**src/rtl/mem_port_arbiter.sv**
```systemverilog
// Arbiter sharing one fixed-latency single-port memory between the fetch (IF)
// and memory-access (MA) ports, with MA priority bounded by a starvation count.
`timescale 1ns/1ps

module mem_port_arbiter #(
  parameter int ADDR_W     = 32,
  parameter int DATA_W     = 32,
  parameter int MEM_LAT    = 2,
  parameter int STARVE_MAX = 4
) (
  input  logic              clk,
  input  logic              reset,
  input  logic              if_req,
  input  logic [ADDR_W-1:0] if_addr,
  output logic [DATA_W-1:0] if_rdata,
  output logic              if_valid,
  output logic              if_stall,
  input  logic              ma_req,
  input  logic              ma_we,
  input  logic [ADDR_W-1:0] ma_addr,
  input  logic [DATA_W-1:0] ma_wdata,
  output logic [DATA_W-1:0] ma_rdata,
  output logic              ma_valid,
  output logic              ma_stall,
  output logic              mem_en,
  output logic              mem_we,
  output logic [ADDR_W-1:0] mem_addr,
  output logic [DATA_W-1:0] mem_wdata,
  input  logic [DATA_W-1:0] mem_rdata
);

  typedef enum logic [1:0] {IDLE, ISSUE, WAIT, RESP} state_t;

  localparam logic [3:0] LAT_LOAD   = 4'(MEM_LAT - 1);
  localparam logic [3:0] STARVE_LIM = 4'(STARVE_MAX);

  state_t            state_q, state_d;
  logic [3:0]        cnt_q;
  logic [3:0]        starve_q;
  logic              grant_ma_q;
  logic              lat_we_q;
  logic [ADDR_W-1:0] lat_addr_q;
  logic [DATA_W-1:0] lat_wdata_q;
  logic [DATA_W-1:0] if_rdata_q;
  logic [DATA_W-1:0] ma_rdata_q;
  logic              any_req;
  logic              ma_wins;

  assign any_req = if_req | ma_req;
  // MA holds the older instruction, so it wins unless IF has waited too long.
  assign ma_wins = ma_req & (~if_req | (starve_q < STARVE_LIM));

  always_comb begin
    // NOTE: state_d gets a default before the case so no path can infer a latch.
    state_d = state_q;
    unique case (state_q)
      IDLE:    if (any_req) state_d = ISSUE;
      ISSUE:   state_d = WAIT;
      WAIT:    if (cnt_q == 4'd0) state_d = RESP;
      RESP:    state_d = IDLE;
      default: state_d = IDLE;
    endcase
  end

  // NOTE: all sequential state uses non-blocking assignments so every register
  // samples pre-edge values regardless of statement order.
  always_ff @(posedge clk) begin
    if (reset) begin
      state_q     <= IDLE;
      cnt_q       <= '0;
      starve_q    <= '0;
      grant_ma_q  <= 1'b0;
      lat_we_q    <= 1'b0;
      lat_addr_q  <= '0;
      lat_wdata_q <= '0;
      if_rdata_q  <= '0;
      ma_rdata_q  <= '0;
    end else begin
      state_q <= state_d;
      case (state_q)
        IDLE: begin
          if (any_req) begin
            grant_ma_q <= ma_wins;
            lat_addr_q <= ma_wins ? ma_addr : if_addr;
            lat_we_q   <= ma_wins & ma_we;
            if (ma_wins) lat_wdata_q <= ma_wdata;
            if (ma_wins && if_req)
              starve_q <= (starve_q == STARVE_LIM) ? starve_q : starve_q + 4'd1;
            else
              starve_q <= '0;
          end
        end
        ISSUE: cnt_q <= LAT_LOAD;
        WAIT: begin
          if (cnt_q == 4'd0) begin
            // Stores leave the read-data registers untouched.
            if (!lat_we_q) begin
              if (grant_ma_q) ma_rdata_q <= mem_rdata;
              else            if_rdata_q <= mem_rdata;
            end
          end else begin
            cnt_q <= cnt_q - 4'd1;
          end
        end
        default: ;
      endcase
    end
  end

  assign mem_en    = (state_q == ISSUE);
  assign mem_we    = mem_en & lat_we_q;
  assign mem_addr  = lat_addr_q;
  assign mem_wdata = lat_wdata_q;

  assign if_valid  = (state_q == RESP) & ~grant_ma_q;
  assign ma_valid  = (state_q == RESP) &  grant_ma_q;
  assign if_rdata  = if_rdata_q;
  assign ma_rdata  = ma_rdata_q;

  assign if_stall  = if_req & ~if_valid;
  assign ma_stall  = ma_req & ~ma_valid;

endmodule
```
**config.mk**
```make
export PLATFORM = sky130hd
export DESIGN_NAME = mem_port_arbiter
export DESIGN_NICKNAME = d
export VERILOG_FILES = /design/src/rtl/mem_port_arbiter.sv
export SDC_FILE = /design/constraint.sdc
export NUM_CORES = 1
export LEC_CHECK = 0
export ABC_AREA = 0
export CAP_MARGIN = 25
export CORE_MARGIN = 5
export CORE_UTILIZATION = 43
export CTS_BUF_LIST = sky130_fd_sc_hd__clkbuf_8
export CTS_CLUSTER_DIAMETER = 80
export CTS_CLUSTER_SIZE = 24
export DETAILED_ROUTE_END_ITERATION = 6
export PLACE_DENSITY = 0.91
export SETUP_SLACK_MARGIN = 0.15
export SYNTH_ARGS = -nofsm -noshare
export SYNTH_HDL_FRONTEND = slang
export SYNTH_SLANG_ARGS = --single-unit
```
**constraint.sdc**
```tcl
create_clock -name clk -period 2.6 [get_ports clk]
set_input_delay 0.26 -clock clk [delete_from_list [all_inputs] [get_ports clk]]
set_output_delay 0.26 -clock clk [all_outputs]
set_load 0.01 [all_outputs]
```
==> flow_summary_export.csv, run 1 <==
group,metric,value,unit
outcome,status,"finished, final reports clean",
worst_setup_path,reg2reg_to,"ma_rdata[27]",
clock_network,cts_hold_buffers,0,
sta,setup_tns,0,ns
clock_network,clk_pin_slew,0.08,ns
yosys,ys_seq_area_share,47.05,%
final_layout,ff_latch_area,2803,um^2
final_layout,antennaDiodeCount,0,
clock_network,htreeDepth,4,
job,cap_violations,0,
final_layout,final_cells,1083,
detailed_routing,drtIter0Drc,384,
final_layout,nFillCells,1057,
power_and_ir_drop,powerDensity,782.5,nW/um^2
placement,portBuffers,266,
worst_setup_path,path_buf_inv,1,
worst_setup_path,required,2.94,ns
worst_setup_path,path_class,"reg2reg",
detailed_routing,first_pass_iters,5,
yosys,syn-num-nets,801,
worst_setup_path,reg2reg_slack,0.40,ns
global_route,grt_pass1_vias,5633,
global_route,grt.total_usage,21.66,%
clock_network,cts.path.max_buffers,2,
power_and_ir_drop,p_leak,0.003477,uW
placement,place.gp.congestion,0.8265,
yosys,syn-cell-area,5957,um^2
hold_path,hp-class,"in2reg",
sta,setup_violations,0,
die,fp-row-count,43,
worst_setup_path,critPathMaxFanout,32,
final_layout,multiInputGateArea,2686,um^2
final_layout,layout-drive-gt1-share,9.413,%
die,die_area,16310,um^2
sta,hold_viol,0,
clock_network,clk_latency,0.43,ns
sta,slew_headroom,61.06,%
sta,setup_slack,0.4020,ns
yosys,netlist_instances,660,
clock_network,cts.sinks,140,
hold_path,hold_depth,3,
detailed_routing,drc_errors,0,
detailed_routing,wl_per_cell,16.69,um
yosys,ys_seq_elements,140,
worst_setup_path,crit_slowest_cell,"or4_4",
worst_setup_path,reg2reg_depth,5,
worst_setup_path,cp_top_family,"simple AND/OR/NAND/NOR gates",
final_layout,area_growth,53.06,%
global_route,grt_pass1_wl,28660,um
detailed_routing,vias,5742,
die,start_util,43.42,%
yosys,avgSynthCellArea,9.026,um^2
global_route,grt_max_degree,67,
clock_network,cts_setup_buffers,0,
sta,fmax,455.0,MHz
worst_setup_path,path_cells,"inv_1 -> ha_1 -> or3b_1 -> or4_4 -> mux2i_1",
clock_network,cts_resized,0,
detailed_routing,routed_wirelength,18080,um
final_layout,finalNetCount,1031,
detailed_routing,post_drt_via_cell_ratio,5.302,
worst_setup_path,slowest_delay,0.75,ns
clock_network,cts_tree,"yes",
clock_network,cts_buffers,17,
worst_setup_path,crit_arrival,2.54,ns
sta,rsz0062_at_grt,"false",
sta,maxSlewViolCount,0,
placement,post-place-cells,1051,
global_route,antenna_found_initial,1,
yosys,ys_warn_count,0,
sta,fin_skew,0.009250,ns
placement,dp_slack,0.4494,ns
die,die_h,127.7,um
worst_setup_path,crit_end,"ma_rdata[27]",
placement,dpl.hpwl,12580,um
worst_setup_path,r2r_start,"cnt_q[0]",
power_and_ir_drop,max-vdd-ir-drop,0.4033,mV
sta,worst_pin_slew,0.5841,ns
die,die_width,127.7,um
sta,finalCriticalPeriod,2.198,ns
worst_setup_path,cp-startpoint,"cnt_q[0]",
global_route,overflow,0,
yosys,synth.distinct_cells,35,
clock_network,clockRootBuffer,"clkbuf_8",
detailed_routing,ant_nets,0,
die,core_area,13720,um^2
die,ios,267,
worst_setup_path,crit_cells,5,
sta,fin_crit_sh,84.54,%
worst_setup_path,cp-start-kind,"flip-flop",
worst_setup_path,critPathCaptureType,"flip-flop",
-- cell usage after synthesis --
library cell  number  area (um^2)
buf_6              2        22.52
nor3b_1            2        15.01
nor4bb_1           1        10.01
dfxtp_1          140         2803
a31oi_1           32        200.2
buf_1              3        11.26
nand4_1            1        6.260
a311oi_1          33        289.0
nor3_1             4        20.02
mux2i_1           65        650.6
nor2b_1            3        18.77
nand3_1           35        175.2
o21ai_0           67        335.3
a21oi_1            5        25.02
inv_1             42        157.7
nand3b_1           1        7.510
buf_2              3        15.01
nor4_4             1        21.27
a21o_2             1        8.760
or3b_1             1        8.760
o21a_1             3        22.52
o211ai_1           1        7.510
ha_1               8        100.1
a31o_2            32        280.3
a211o_2            1        10.01
nand2_1          101        379.1
clkbuf_1          57        214.0
or4_4              1        11.26
buf_12             3        60.06
nor2_1             3        11.26
mux2_2             1        11.26
xor2_1             1        8.760
and2_1             2        12.51
and3_1             2        12.51
a211oi_1           2        15.01
-- power breakdown --
part / switching (uW) / internal [uW] / total (uW)
logic: 1210 / 1300 / 2510
clock network: 853 / 1010 / 1860
registers: 219 / 2550 / 2770
total: 2290 / 4850 / 7130
-- worst reg2reg max path: cells and delay by family (launching register included) --
family	cells	cell delay [ns]
multiplexers	1	0.31
buffers and inverters	1	0.06
adder cells (fa/ha/maj)	1	0.15
flip-flops	1	0.34
AND/OR/NAND/NOR	2	1.26
-- worst min-delay path by stage --
stage	from	to	slack (ns)
5_1_grt	ma_req	lat_we_q	0.35
6_report	ma_req	lat_we_q	0.36
4_1_cts	ma_req	lat_we_q	0.32
3_3_place_gp	if_rdata[29]	if_rdata[29]	0.44
2_1_floorplan	ma_wdata[1]	mem_wdata[1]	0.41
3_5_place_dp	if_rdata[5]	if_rdata[5]	0.45
-- layer usage --
metal	vias up	share of wire, %	track usage (%)	routed length (um)
met5	-	0.072	0	13
met4	2	2.1	7.865	388
met3	30	8.8	8.042	1599
met2	226	48	36.27	8652
met1	2692	41	25.48	7424
li1	2792	-	-	-
-- cell usage in the layout (no fill, tap or decap), types with 4 or more instances in the layout --
cell             Yosys  final
a21oi_1              5      5
ha_1                 8      8
nand2_1            101    101
buf_12               3      5
buf_4                0      8
nor3_1               4      4
a311oi_1            33     33
a31oi_1             32     32
dfxtp_1            140    140
clkdlybuf4s50_1      0    265
mux2i_1             65     65
o21ai_0             67     66
inv_1               42     42
a31o_2              32     32
clkinvlp_4           0      4
clkbuf_8             0     19
nand3_1             35     35
-- sequential cells by signal, indices dropped and copies added, names as in the netlist --
name,count
starve_q,4
ma_rdata,32
grant_ma_q,1
if_rdata,32
state_q,2
lat_we_q,1
mem_addr,32
mem_wdata,32
cnt_q,4
-- through the flow --
stage	hold slack [ns]	area, um^2	total power [uW]	utilization, %
2_1_floorplan	0.4056	5957	4080	-
3_3_place_gp	0.4415	8692	5264	63.36
3_5_place_dp	0.4513	8692	5319	63.36
4_1_cts	0.3200	9117	7202	66.46
5_1_grt	0.3482	9117	7561	66.46
6_report	0.3631	9117	7134	66.46
-- kinds of logic (layout without fill, tap and decap cells) --
logic type	Yosys count	in the layout	synth area share [%]
and+or+nand+nor	158	158	11.91
adders and majority gates	8	8	1.680
buffers and inverters	110	353	8.066
xor gates and xnor gates	1	1	0.1471
muxes	66	66	11.11
AOI/OAI and AO/OA	177	177	20.04
DFF	140	140	47.05
-- area by class of cell --
class | instances | area share, %
multi-input cells | 410 | 29.46
flip-flops and latches | 140 | 30.74
clock buffers | 19 | 2.868
well taps | 180 | 2.470
clock inverters | 13 | 1.798
inverters | 42 | 1.757
repair buffers | 279 | 30.90
Power figures use the tool's default switching activity.
==> run 2: changes to the inputs <==
Settings changed: CORE_UTILIZATION 43 to 39, PLACE_DENSITY 0.91 to 0.88.
Clock period 2.6 ns to 1.9 ns, I/O delays scaled along.
==> run 2 against run 1 <==
  * Cell count grew 2.6%
  * Sequential share of layout area shrank 1.1 points
  * Clock power grew 36%
  * Setup slack lost 0.38 ns
  * Core utilization shrank 3.8 points
  * Clock skew grew 0.0042 ns
  * Largest power group is now combinational cells
==> flow_summary_export.csv, run 2 (synthesis results as in run 1) <==
group,metric,value,unit
outcome,status,"finished, final reports clean",
clock_network,clk_pin_slew,0.08,ns
power_and_ir_drop,powerDensity,1077,nW/um^2
worst_setup_path,cp-start-kind,"flip-flop",
placement,dp_slack,0.03126,ns
placement,place.gp.congestion,0.8100,
final_layout,final_common_cell,"clkdlybuf4s50_1",
detailed_routing,vias,5892,
sta,fmax,533.0,MHz
global_route,grt_pass1_wl,29290,um
worst_setup_path,required,2.25,ns
global_route,grt_pass1_vias,5721,
clock_network,cts.path.max_buffers,2,
clock_network,clk_latency,0.43,ns
global_route,grt.total_usage,20.27,%
clock_network,cts_buffers,17,
sta,maxSlewViolCount,0,
clock_network,cts.sinks,140,
clock_network,htreeDepth,4,
detailed_routing,drtIter0Drc,306,
sta,worst_pin_slew,0.5673,ns
sta,setup_slack,0.02366,ns
die,fp-row-count,45,
final_layout,final_cells,1111,
detailed_routing,drc_errors,0,
final_layout,finalNetCount,1052,
power_and_ir_drop,power,10190,uW
final_layout,stdcell_area,9460,um^2
global_route,overflow,0,
global_route,grt_max_degree,78,
final_layout,multiInputGateArea,2726,um^2
sta,hold_viol,0,
sta,setup_violations,0,
job,cap_violations,0,
sta,finalCriticalPeriod,1.876,ns
detailed_routing,routed_wirelength,19130,um
die,ios,267,
hold_path,hp-class,"in2reg",
detailed_routing,wl_per_cell,17.21,um
die,die_h,133.6,um
worst_setup_path,path_class,"reg2reg",
placement,dpl.hpwl,13110,um
power_and_ir_drop,p_leak,0.003655,uW
worst_setup_path,critPathMaxFanout,16,
die,core_area,15090,um^2
power_and_ir_drop,max-vdd-ir-drop,0.6337,mV
detailed_routing,first_pass_iters,5,
final_layout,antennaDiodeCount,0,
sta,rsz0062_at_grt,"true",
placement,portBuffers,266,
worst_setup_path,crit_arrival,2.23,ns
global_route,antenna_found_initial,0,
die,die_width,133.6,um
clock_network,clockRootBuffer,"clkbuf_8",
sta,slew_headroom,62.18,%
clock_network,cts_hold_buffers,0,
placement,post-place-cells,1070,
final_layout,layout-drive-gt1-share,12.89,%
sta,fin_skew,0.01343,ns
worst_setup_path,critPathCaptureType,"flip-flop",
die,die_area,17850,um^2
detailed_routing,ant_nets,0,
detailed_routing,post_drt_via_cell_ratio,5.303,
final_layout,ff_latch_area,2808,um^2
sta,fin_crit_sh,98.75,%
final_layout,final_cell_mix,"clkdlybuf4s50_1 (259), dfxtp_1 (136), nand2_1 (101)",
final_layout,nFillCells,1267,
placement,place_area,8835,um^2
final_layout,area_growth,58.81,%
die,start_util,39.48,%
clock_network,cts_tree,"yes",
## run 2: changes by cell type in the layout (fill, tap and decap cells not counted), sizes merged, moves of 2 or more
cell / change
buf: +21
clkbuf: +3
clkdlybuf4s50: -6
clkinv: +3
clkinvlp: -3
dlygate4sd2: +3
inv: -2
## run 2: layer usage
metal	routed length [um]	up-vias	track usage, %
met5	0	-	0
met4	416	0	7.486
met3	1658	30	7.326
met2	9496	256	35.24
met1	7553	2768	22.82
li1	-	2838	-
## run 2: worst paths after layout
kind | to | cells past startpoint | startpoint | slack (ns)
hold / removal | starve_q[0] | 4 | ma_req | 0.28
hold reg to reg | if_rdata[7] | 2 | if_rdata[7] | 0.45
setup reg to reg | ma_rdata[11] | 6 | cnt_q[1] | 0.02
setup / recovery | ma_rdata[11] | 6 | cnt_q[1] | 0.02
## run 2: what timing repair did
action                     4_1_cts  5_1_grt
gates resized for setup         23       12
buffers inserted                 3        3
setup endpoints to repair       76       93
gates cloned                     2        2
## run 2: cell type report
class                      instances  area share (%)
timing repair buffer             300           32.91
sequential                       140           29.68
multi-input combinational        410           28.82
clock buffer                      20           2.910
tap                              188           2.486
inverter                          42           1.693
clock inverter                    11           1.508
## run 2: stage by stage
step                TNS, ns  hold slack, ns  utilization [%]
floorplan           -0.4559          0.3356                -
global placement          0          0.4414            58.55
detailed placement        0          0.4475            58.55
CTS                       0          0.2380            62.11
global route        -0.1554          0.2541            62.69
finish                    0          0.2802            62.69
## run 2: worst max-delay path: stages, from the launching register on
cell and delay [ns]:
dfxtp_2 0.33, inv_2 0.07, ha_4 0.12, or3b_4 0.37
or4_4 0.50, buf_16 0.20, mux2i_1 0.20
## run 2: power by group
| part | internal [uW] | total [uW] | switching (uW) |
|---|---|---|---|
| Clock | 1390 | 2530 | 1140 |
| Sequential | 3490 | 3800 | 310 |
| Combinational | 2080 | 3850 | 1780 |
| Total | 6960 | 10200 | 3220 |
==> run 3: changes to the inputs <==
Settings changed: SKIP_CTS_REPAIR_TIMING set to 1.
==> run 3 against run 2 <==
  * Clock-buffer cell count unchanged
  * Critical path type unchanged
  * Clock skew up 0.0042 ns
  * Highest routed layer unchanged
  * Clock power about the same
  * The run now ends with setup timing left
  * Via count down 0.27%
  * Largest power group unchanged
  * Power down 0.19%
  * Critical endpoint is now if_rdata[27]
==> flow_summary_export.csv, run 3 (synthesis results as in run 1) <==
group,metric,value,unit
placement,dpl.hpwl,13110,um
final_layout,finalNetCount,1049,
detailed_routing,ant_nets,0,
power_and_ir_drop,powerDensity,1075,nW/um^2
clock_network,clk_pin_slew,0.08,ns
sta,slew_headroom,62.01,%
worst_setup_path,path_class,"reg2reg",
power_and_ir_drop,power_frac_seq,37.4,%
placement,portBuffers,266,
outcome,status,"complete, but fails checks",
clock_network,clockRootBuffer,"clkbuf_8",
sta,hold_viol,0,
worst_setup_path,cp-start-kind,"flip-flop",
clock_network,cts_buffers,17,
clock_network,cts.path.max_buffers,2,
final_layout,antennaDiodeCount,0,
hold_path,hold_depth,4,
detailed_routing,first_pass_iters,5,
sta,setup_slack,-0.02223,ns
global_route,overflow,0,
global_route,grt.total_usage,19.74,%
power_and_ir_drop,p_int,6937,uW
global_route,grt_pass1_wl,28680,um
final_layout,final_common_cell,"clkdlybuf4s50_1",
hold_path,hp-class,"in2reg",
die,die_h,133.6,um
sta,fin_crit_sh,101.2,%
detailed_routing,drtIter0Drc,335,
sta,maxSlewViolCount,0,
global_route,grt_pass1_vias,5607,
detailed_routing,wl_per_cell,17.37,um
final_layout,final_cells,1108,
worst_setup_path,crit_arrival,2.27,ns
sta,fin_skew,0.01764,ns
power_and_ir_drop,p_leak,0.003712,uW
clock_network,cts_tree,"yes",
job,cap_violations,0,
sta,fmax,520.2,MHz
detailed_routing,drc_errors,0,
die,start_util,39.48,%
detailed_routing,vias,5876,
worst_setup_path,slowest_delay,0.37,ns
clock_network,htreeDepth,4,
placement,post-place-cells,1070,
die,core_area,15090,um^2
worst_setup_path,cp_common_cell,"buf_6",
worst_setup_path,reg2reg_depth,8,
clock_network,cts.sinks,140,
global_route,grt_max_degree,78,
power_and_ir_drop,max-vdd-ir-drop,0.6359,mV
die,die_area,17850,um^2
detailed_routing,post_drt_via_cell_ratio,5.303,
power_and_ir_drop,switching_power,3232,uW
sta,hold_ws,0.2790,ns
worst_setup_path,critPathMaxFanout,8,
placement,place.gp.congestion,0.8100,
worst_setup_path,crit_slowest_cell,"or3b_4",
final_layout,final_cell_mix,"clkdlybuf4s50_1 (259), dfxtp_1 (137), nand2_1 (101)",
sta,rsz0062_at_grt,"true",
sta,worst_pin_slew,0.5698,ns
die,die_width,133.6,um
sta,finalCriticalPeriod,1.922,ns
worst_setup_path,required,2.25,ns
power_and_ir_drop,clkPwrFrac,24.9,%
die,fp-row-count,45,
final_layout,area_growth,58.79,%
final_layout,layout-drive-gt1-share,12.39,%
die,ios,267,
worst_setup_path,path_cells,"inv_2 -> ha_4 -> or3b_4 -> buf_6 -> nor4_4 -> buf_6 -> clkbuf_16 -> mux2i_1",
detailed_routing,routed_wirelength,19250,um
power_and_ir_drop,switching_share,31.78,%
power_and_ir_drop,pwr-share-comb,37.6,%
worst_setup_path,critPathCaptureType,"flip-flop",
outcome,violations,"setup timing",
global_route,antenna_found_initial,0,
sta,setup_violations,1,
clock_network,clk_latency,0.43,ns
[run 3: changes by cell type in the layout (fill, tap and decap cells not counted), moves of 2 or more]
cell / before / now
clkbuf_16: 1 / 3
buf_4: 17 / 15
buf_16: 3 / 1
dlygate4sd2_1: 3 / 0
dlymetal6s2s_1: 0 / 6
[run 3: area by class of cell]
cell class,instances,area [um^2]
inverters,42,160.2
flip-flops and latches,140,2806
repair buffers,297,3110
fillers,1262,5630
clock inverters,11,142.6
well taps,188,235.2
multi-input cells,410,2729
clock buffers,20,275.3
[run 3: critical path, delay by kind of cell, from the launching register on]
family	cells	cell delay (ns)
adder cells (fa/ha/maj)	1	0.12
buffers and inverters	4	0.57
flip-flops	1	0.34
multiplexers	1	0.23
AND/OR/NAND/NOR	2	0.58
[run 3: per-layer routing]
metal	track usage (%)	vias to the layer above	part of all wire [%]
met5	0	-	0
met4	7.429	0	1.9
met3	7.137	24	8.2
met2	33.44	236	50
met1	22.89	2781	40
li1	-	2835	-
[run 3: worst paths after layout]
check / to / slack (ns) / start
hold reg to reg: if_rdata[7] / 0.46 / if_rdata[7]
hold / removal: starve_q[0] / 0.28 / ma_req
setup reg to reg: if_rdata[27] / -0.02 / cnt_q[0]
setup / recovery: if_rdata[27] / -0.02 / cnt_q[0]
[run 3: power by group through the flow]
stage | Clock [uW] | Combinational [uW] | Sequential (uW)
after floorplan | 0 | 1550 | 4050
after global placement | 0 | 3520 | 3830
after detailed placement | 0 | 3580 | 3860
after CTS | 2600 | 3600 | 3800
after global routing | 2740 | 4110 | 3870
final | 2530 | 3830 | 3810
[run 3: stage by stage]
step           util [%]  worst slack (ns)  TNS (ns)  power (uW)  area (um^2)
4_1_cts           61.32           -0.2545   -0.8981        9991         9253
6_report          62.69          -0.02223  -0.02223       10170         9459
5_1_grt           62.69          -0.08772   -0.2054       10730         9459
3_5_place_dp      58.55           0.03126         0        7436         8835
2_1_floorplan         -          -0.01520   -0.4559        5598         5966
3_3_place_gp      58.55           0.09055         0        7351         8835
